--- src/rtl/seq_ctrl.sv ---
// rtl/seq_ctrl.sv - control sequencer for the single-bus CPU datapath
// Optional mul/div sequence (T5m/T6, HI/LO loads) enabled by defining SEQ_CTRL_MULDIV_EN.
module seq_ctrl #(
  parameter int          NREG   = 16,
  parameter logic [31:0] PC_RST = 32'h0
) (
  input  logic            clk,
  input  logic            clr,
  input  logic            run,
  input  logic [31:0]     IR,
  input  logic            mem_ready,
  output logic            PC_out,
  output logic            Zlo_out,
  output logic            Zhi_out,
  output logic            MDR_out,
  output logic [NREG-1:0] R_wrt,
  output logic            MAR_rd,
  output logic            PC_rd,
  output logic            MDR_rd,
  output logic            IR_rd,
  output logic            Y_rd,
  output logic            Zlo_rd,
  output logic            HI_rd,
  output logic            LO_rd,
  output logic [NREG-1:0] R_rd,
  output logic            IncPC,
  output logic            Read,
  output logic [4:0]      op_sel,
  output logic [31:0]     pc_init,
  output logic            busy,
  output logic            halted,
  output logic            illegal
);

  typedef enum logic [3:0] {
    S_IDLE, S_F0, S_F1, S_F2, S_DEC, S_T3, S_T4, S_T4U, S_T5, S_T5M, S_T6, S_HALT
  } state_t;

  localparam logic [4:0] OP_ALU_LO = 5'b00011;
  localparam logic [4:0] OP_ALU_HI = 5'b01011;
  localparam logic [4:0] OP_MUL    = 5'b01111;
  localparam logic [4:0] OP_DIV    = 5'b10000;
  localparam logic [4:0] OP_NEG    = 5'b10001;
  localparam logic [4:0] OP_NOT    = 5'b10010;
  localparam logic [4:0] OP_HALT   = 5'b11011;

  state_t     state_q, state_d;
  logic [4:0] op_q;
  logic [3:0] ra_q, rb_q, rc_q;
  logic [4:0] ir_op;
  logic       unused_ir;

  // IR is only trusted in DEC, the cycle after the datapath loads it in F2
  assign ir_op     = IR[31:27];
  assign unused_ir = ^IR[14:0];
  assign pc_init   = PC_RST;

  function automatic logic is_alu3(input logic [4:0] op);
    return (op >= OP_ALU_LO) && (op <= OP_ALU_HI);
  endfunction

  function automatic logic is_unary(input logic [4:0] op);
    return (op == OP_NEG) || (op == OP_NOT);
  endfunction

  function automatic logic is_muldiv(input logic [4:0] op);
`ifdef SEQ_CTRL_MULDIV_EN
    return (op == OP_MUL) || (op == OP_DIV);
`else
    return 1'b0 & ^op;
`endif
  endfunction

  function automatic logic is_legal(input logic [4:0] op);
    return is_alu3(op) || is_unary(op) || is_muldiv(op) || (op == OP_HALT);
  endfunction

  // Out-of-range register indices select nothing rather than aliasing
  function automatic logic [NREG-1:0] reg_sel(input logic [3:0] idx);
    logic [NREG-1:0] v;
    v = '0;
    if ({28'd0, idx} < NREG) v[idx] = 1'b1;
    return v;
  endfunction

  // State register and IR field latch; fields are captured on the DEC edge
  always_ff @(posedge clk) begin
    if (clr) begin
      state_q <= S_IDLE;
      op_q    <= '0;
      ra_q    <= '0;
      rb_q    <= '0;
      rc_q    <= '0;
    end else begin
      state_q <= state_d;
      if (state_q == S_DEC) begin
        op_q <= IR[31:27];
        ra_q <= IR[26:23];
        rb_q <= IR[22:19];
        rc_q <= IR[18:15];
      end
    end
  end

  // Next-state logic
  always_comb begin
    state_d = state_q;
    case (state_q)
      S_IDLE:  if (run) state_d = S_F0;
      S_F0:    state_d = S_F1;
      S_F1:    if (mem_ready) state_d = S_F2;
      S_F2:    state_d = S_DEC;
      S_DEC: begin
        if (is_alu3(ir_op) || is_muldiv(ir_op)) state_d = S_T3;
        else if (is_unary(ir_op))               state_d = S_T4U;
        else if (ir_op == OP_HALT)              state_d = S_HALT;
        else                                    state_d = run ? S_F0 : S_IDLE;
      end
      S_T3:    state_d = S_T4;
      S_T4:    state_d = is_muldiv(op_q) ? S_T5M : S_T5;
      S_T4U:   state_d = S_T5;
      S_T5:    state_d = run ? S_F0 : S_IDLE;
      S_T5M:   state_d = S_T6;
      S_T6:    state_d = run ? S_F0 : S_IDLE;
      S_HALT:  state_d = S_HALT;
      default: state_d = S_IDLE;
    endcase
  end

  // Output decode of the state register and latched fields; one bus driver at most
  always_comb begin
    PC_out  = 1'b0;
    Zlo_out = 1'b0;
    Zhi_out = 1'b0;
    MDR_out = 1'b0;
    R_wrt   = '0;
    MAR_rd  = 1'b0;
    PC_rd   = 1'b0;
    MDR_rd  = 1'b0;
    IR_rd   = 1'b0;
    Y_rd    = 1'b0;
    Zlo_rd  = 1'b0;
    HI_rd   = 1'b0;
    LO_rd   = 1'b0;
    R_rd    = '0;
    IncPC   = 1'b0;
    Read    = 1'b0;
    op_sel  = '0;
    illegal = 1'b0;
    busy    = (state_q != S_IDLE) && (state_q != S_HALT);
    halted  = (state_q == S_HALT);
    case (state_q)
      S_F0: begin
        PC_out = 1'b1;
        MAR_rd = 1'b1;
        IncPC  = 1'b1;
        Zlo_rd = 1'b1;
      end
      S_F1: begin
        Zlo_out = 1'b1;
        PC_rd   = 1'b1;
        Read    = 1'b1;
        MDR_rd  = 1'b1;
      end
      S_F2: begin
        MDR_out = 1'b1;
        IR_rd   = 1'b1;
      end
      S_DEC: illegal = !is_legal(ir_op);
      S_T3: begin
        Y_rd  = 1'b1;
        R_wrt = is_muldiv(op_q) ? reg_sel(ra_q) : reg_sel(rb_q);
      end
      S_T4: begin
        R_wrt  = is_muldiv(op_q) ? reg_sel(rb_q) : reg_sel(rc_q);
        op_sel = op_q;
        Zlo_rd = 1'b1;
      end
      S_T4U: begin
        R_wrt  = reg_sel(rb_q);
        op_sel = op_q;
        Zlo_rd = 1'b1;
      end
      S_T5: begin
        Zlo_out = 1'b1;
        R_rd    = reg_sel(ra_q);
      end
`ifdef SEQ_CTRL_MULDIV_EN
      S_T5M: begin
        Zlo_out = 1'b1;
        LO_rd   = 1'b1;
      end
      S_T6: begin
        Zhi_out = 1'b1;
        HI_rd   = 1'b1;
        op_sel  = op_q;
      end
`endif
      default: ;
    endcase
  end

endmodule

--- config.mk ---
export PLATFORM = sky130hd
export DESIGN_NAME = seq_ctrl
export DESIGN_NICKNAME = d
export VERILOG_FILES = /design/src/rtl/seq_ctrl.sv
export SDC_FILE = /design/constraint.sdc
export NUM_CORES = 1
export LEC_CHECK = 0
export ABC_CLOCK_PERIOD_IN_PS = 1750
export CELL_PAD_IN_SITES_DETAIL_PLACEMENT = 1
export CELL_PAD_IN_SITES_GLOBAL_PLACEMENT = 1
export CORE_ASPECT_RATIO = 0.5
export CORE_MARGIN = 2
export CORE_UTILIZATION = 42
export CTS_BUF_LIST = sky130_fd_sc_hd__clkbuf_16
export CTS_CLUSTER_SIZE = 24
export DETAILED_ROUTE_END_ITERATION = 6
export DONT_BUFFER_PORTS = 1
export PLACE_DENSITY = 0.77
export SETUP_SLACK_MARGIN = 0.1
export SLEW_MARGIN = 20
export SYNTH_ARGS = -nofsm -noshare
export SYNTH_HDL_FRONTEND = slang
export SYNTH_SLANG_ARGS = --single-unit
--- constraint.sdc ---
create_clock -name clk -period 1.75 [get_ports clk]
set_input_delay 0.35 -clock clk [delete_from_list [all_inputs] [get_ports clk]]
set_output_delay 0.35 -clock clk [all_outputs]
set_load 0.02 [all_outputs]
==> out/qor.csv, run 1 <==
stage;metric;value;unit
synth;Top FF cell, synth;dfxtp_1;
floorplanning;io pins;122;
synth;flop and latch count out of synthesis;21;
synth;sequential area share after synthesis;0.230;
synth;Gate Count Post-Synth;260;
floorplanning;die width;97.3;um
synth;Post-synth EDFFs;0;
synth;post-synth cell types;46;
run_status;Stop Error;[ERROR DPL-0033] detailed placement checks failed during check placement.;
synth;Syn. warnings;0;
synth;syn avg cell area;7.03;um^2
timing;WEP type;primary output;
floorplanning;Die Span Y;50.7;um
placed_design;DP Cell Count;347;
global_route;antenna violations before repair;0;
floorplanning;Starting Density;0.452;
cts;Max Root-Sink Buffers;2;
timing;worst endpoint from the post-global-route timing repair;R_rd[2];
cts;TritonCTS Buffers;3;
synth;mapped cell area;1830;um^2
cts;CTS Root Cell;clkbuf_16;
placed_design;PortBufs;0;
global_route;largest net degree at the start of global routing;23;
cts;CTS sink cnt;21;
cts;H-tree depth;1;
floorplanning;cell row count;16;
synth;ys async rst share;0;
run_status;status;stopped before the end;
placed_design;post-DP HPWL;4330;um
run_status;Failed at;5_1_grt;
placed_design;GPL Wtd Cong;0.811;
==> through the flow <==
step                      hold WS, ns  setup slack [ns]  instance area [um^2]   util
after global placement          0.422          -0.00218                  2120  0.524
after CTS                       0.144            -0.164                  2550  0.632
after detailed placement        0.424           -0.0655                  2120  0.524
after floorplan                 0.432           -0.0591                  2030      -
==> synth_stat cells (2+ instances only) <==
cell / instances / share of area
and3_1: 6 / 0.021
dfxtp_1: 21 / 0.23
xnor2_1: 3 / 0.014
o22ai_1: 10 / 0.034
a21o_1: 2 / 0.0082
nor2b_1: 5 / 0.017
nor2_1: 23 / 0.047
mux2_2: 2 / 0.012
o21ai_0: 3 / 0.0082
nand3_1: 6 / 0.016
nor3_1: 10 / 0.027
nand2b_1: 9 / 0.031
inv_1: 7 / 0.014
o32ai_1: 6 / 0.029
clkbuf_1: 4 / 0.0082
nand4_1: 2 / 0.0068
nand2_1: 46 / 0.094
buf_4: 41 / 0.17
buf_6: 4 / 0.025
a21oi_1: 21 / 0.057
buf_2: 4 / 0.011
==> cell families after synthesis <==
family	share of synthesized area
mux	0.0178
other cells	0.00205
buf+inv	0.229
flops	0.230
simple gates	0.325
compound gates	0.177
xor+xnor	0.0192
==> timing repair <==
| item | CTS |
|---|---|
| setup endpoints to repair | 51 |
| setup buffers | 8 |
| resized for setup | 71 |
| cloned | 0 |
| hold buffers | 0 |
| pin swaps | 26 |
==> run 2, diff against run 1 <==
CELL_PAD_IN_SITES_DETAIL_PLACEMENT = unset   (was 1)
CELL_PAD_IN_SITES_GLOBAL_PLACEMENT = unset   (was 1)
CORE_ASPECT_RATIO = unset   (was 0.5)
CORE_UTILIZATION = 40   (was 42)
CTS_BUF_LIST = unset   (was sky130_fd_sc_hd__clkbuf_16)
CTS_CLUSTER_SIZE = unset   (was 24)
PLACE_DENSITY = unset   (was 0.77)
PLACE_DENSITY_LB_ADDON = 0.15   (was unset)
SETUP_SLACK_MARGIN = unset   (was 0.1)
==> out/qor.csv, run 2 <==
stage;metric;value;unit
finish;most common cell after layout, fill and taps aside;buf_4;
timing;measured slew at the worst slew-check pin;0.567;ns
floorplanning;Die Span Y;71.6;um
cts;clk_lat worst skew;0.26;ns
finish;share of layout cells above drive strength 1;0.407;
worst_setup_path;cell breakdown of the critical path;nand2b_4, nor2_4, nand3_1, o22ai_2, buf_6;
finish;max reg flops;5;
finish;most frequent cells in the layout;buf_4, nand2_1, conb_1, a21oi_1, nor2_1;
route;average wire per standard cell;13.8;um
cts;CTS Root Cell;clkbuf_8;
timing;final worst path period need;1.93;ns
worst_setup_path;Critical Path Fanout Max;5;
cts;CTS sink cnt;21;
synth;Top FF cell, synth;dfxtp_1;
floorplanning;CORE AREA;4380;um^2
floorplanning;die width;71.6;um
cts;CTS tree;built;
global_route;antenna violations before repair;0;
synth;mapped cell area;1830;um^2
power_and_ir_drop;Power Dens Cells;501;nW/um^2
route;final WL;5080;um
synth;Post-synth EDFFs;0;
global_route;Total GRT Usage;0.184;
timing;normalized max-slew margin;0.621;
worst_setup_path;slowest CP cell;dfxtp_4;
finish;diode count;0;
worst_setup_path;Critical Path RT;1.40;ns
placed_design;PortBufs;0;
placed_design;GPL Wtd Cong;0.828;
floorplanning;io pins;122;
synth;sequential area share after synthesis;0.230;
cts;Max Root-Sink Buffers;2;
synth;flop and latch count out of synthesis;21;
placed_design;Cell Area, Placed;2120;um^2
timing;RSZ-0062 raised after global routing;true;
timing;Final Hold Vio Count;0;
finish;Largest Register;op_q;
worst_hold_path;Worst Hold Class;input pin to register;
floorplanning;cell row count;24;
route;vias per inst;5.17;
worst_setup_path;crit path kind;register to primary output;
run_status;failing checks;setup timing;
timing;fin crit share;1.10;
finish;Finished Cell Area;2610;um^2
synth;Gate Count Post-Synth;260;
global_route;vias in the first global route;1637;
timing;Worst Skew;0.00379;ns
synth;Post-synth top cells;nand2_1, buf_4, nor2_1;
cts;TritonCTS Buffers;3;
worst_setup_path;Critical Path End Type;primary output;
synth;ys async rst share;0;
run_status;status;finished, violations left;
finish;fill count;423;
route;Routed Antenna Nets;0;
route;DR pass1 iterations;4;
floorplanning;die area;5130;um^2
route;Initial DRC Count;69;
route;DR vias;1907;
power_and_ir_drop;total power;1.31;mW
synth;most instantiated library cell after synthesis;nand2_1;
synth;syn avg cell area;7.03;um^2
power_and_ir_drop;LEAKAGE;1.05;nW
worst_setup_path;Worst setup SP type;register;
route;number of remaining DRC errors;0;
synth;post-synth cell types;46;
timing;Final setup viols;26;
timing;Final Max Slew Viols;0;
finish;Layout area overhead;42.7;%
placed_design;post-DP HPWL;3490;um
synth;most area-hungry cell type in the Yosys netlist;dfxtp_1;
synth;top post-synthesis cells by area;dfxtp_1, buf_4, nand2_1;
global_route;total grt overflow;0;
worst_setup_path;Arr. time, crit path;1.58;ns
job;max-cap viol count;0;
cts;hold buffer count at CTS;0;
worst_setup_path;Slowest Stage Delay on Critical Path;0.37;ns
cts;H-tree depth;1;
cts;CTS clk-pin slew, worst paths;0.08;ns
power_and_ir_drop;Peak VDD IR;0.420;mV
synth;Yosys top cell area share;0.230;
floorplanning;Starting Density;0.417;
timing;Fmax;519;MHz
finish;Layout Nets;354;
synth;Syn. warnings;0;
global_route;first-pass GRT wire length;7710;um
global_route;largest net degree at the start of global routing;23;
timing;Worst Setup Slack, final;-0.178;ns
==> run 2: cell counts after synthesis <==
No cell type changed its count.
==> run 2: layout make-up <==
cell class / instances / area [um^2] / share of cell area
multi-input combinational: 212 / 1370 / 0.525
timing repair buffer: 73 / 667 / 0.256
sequential: 21 / 433 / 0.166
tap: 52 / 65.1 / 0.0249
clock buffer: 3 / 41.3 / 0.0158
inverter: 7 / 28.8 / 0.0110
clock inverter: 1 / 5.00 / 0.00192
==> run 2: cell families after synthesis <==
group,synth area share
multiplexers,0.0178
other,0.00205
AND/OR/NAND/NOR,0.325
buffers and inverters,0.229
AO/OA/AOI/OAI,0.177
flip-flops,0.230
XOR/XNOR,0.0192
==> run 2: final timing paths <==
kind / from / endpoint / slack (ns) / cells past startpoint
worst min-delay path: clr / state_q[1] / 0.15 / 1
worst max-delay path: state_q[0] / R_wrt[7] / -0.18 / 5
worst min register to register: op_q[1] / op_q[1] / 0.45 / 2
worst max register to register: state_q[0] / op_q[3] / 0.18 / 6
==> run 2: worst max-delay path, delay by kind of cell (launching register included) <==
family	cells	cell delay, ns
AOI/OAI and AO/OA	1	0.22
buffers and inverters	1	0.14
DFF	1	0.37
and+or+nand+nor	3	0.58
==> run 2: layer usage <==
metal,up-vias,share of wire,global-route usage
met4,0,0.0053,0.0566
met3,2,0.076,0.0253
met1,880,0.44,0.240
li1,929,-,-
met5,-,0,0
met2,96,0.48,0.315
==> run 2: timing repair <==
action | CTS | global route
setup buffers | 6 | 6
gates cloned | 0 | 1
pin swaps | 18 | 17
resized for setup | 36 | 41
endpoints found under the setup margin | 39 | 43
==> run 2: metrics by stage <==
| step | hold slack (ns) | setup WS (ns) | instances | setup TNS (ns) | utilization |
|---|---|---|---|---|---|
| 2_1_floorplan | 0.432 | -0.0591 | 294 | -0.118 | - |
| 3_3_place_gp | 0.422 | 0.0508 | 352 | 0 | 0.483 |
| 6_report | 0.151 | -0.178 | 369 | -3.00 | 0.595 |
| 3_5_place_dp | 0.423 | 0.0454 | 352 | 0 | 0.483 |
| 5_1_grt | 0.132 | -0.267 | 369 | -5.30 | 0.595 |
| 4_1_cts | 0.136 | -0.159 | 362 | -2.34 | 0.537 |
==> run 2: power by group <==
part           internal (mW)  switching [mW]  total (mW)  leakage [nW]
logic                  0.197           0.275       0.471         0.850
clock network          0.159           0.159       0.317        0.0255
registers              0.493          0.0237       0.517         0.172
Power figures use the tool's default switching activity.
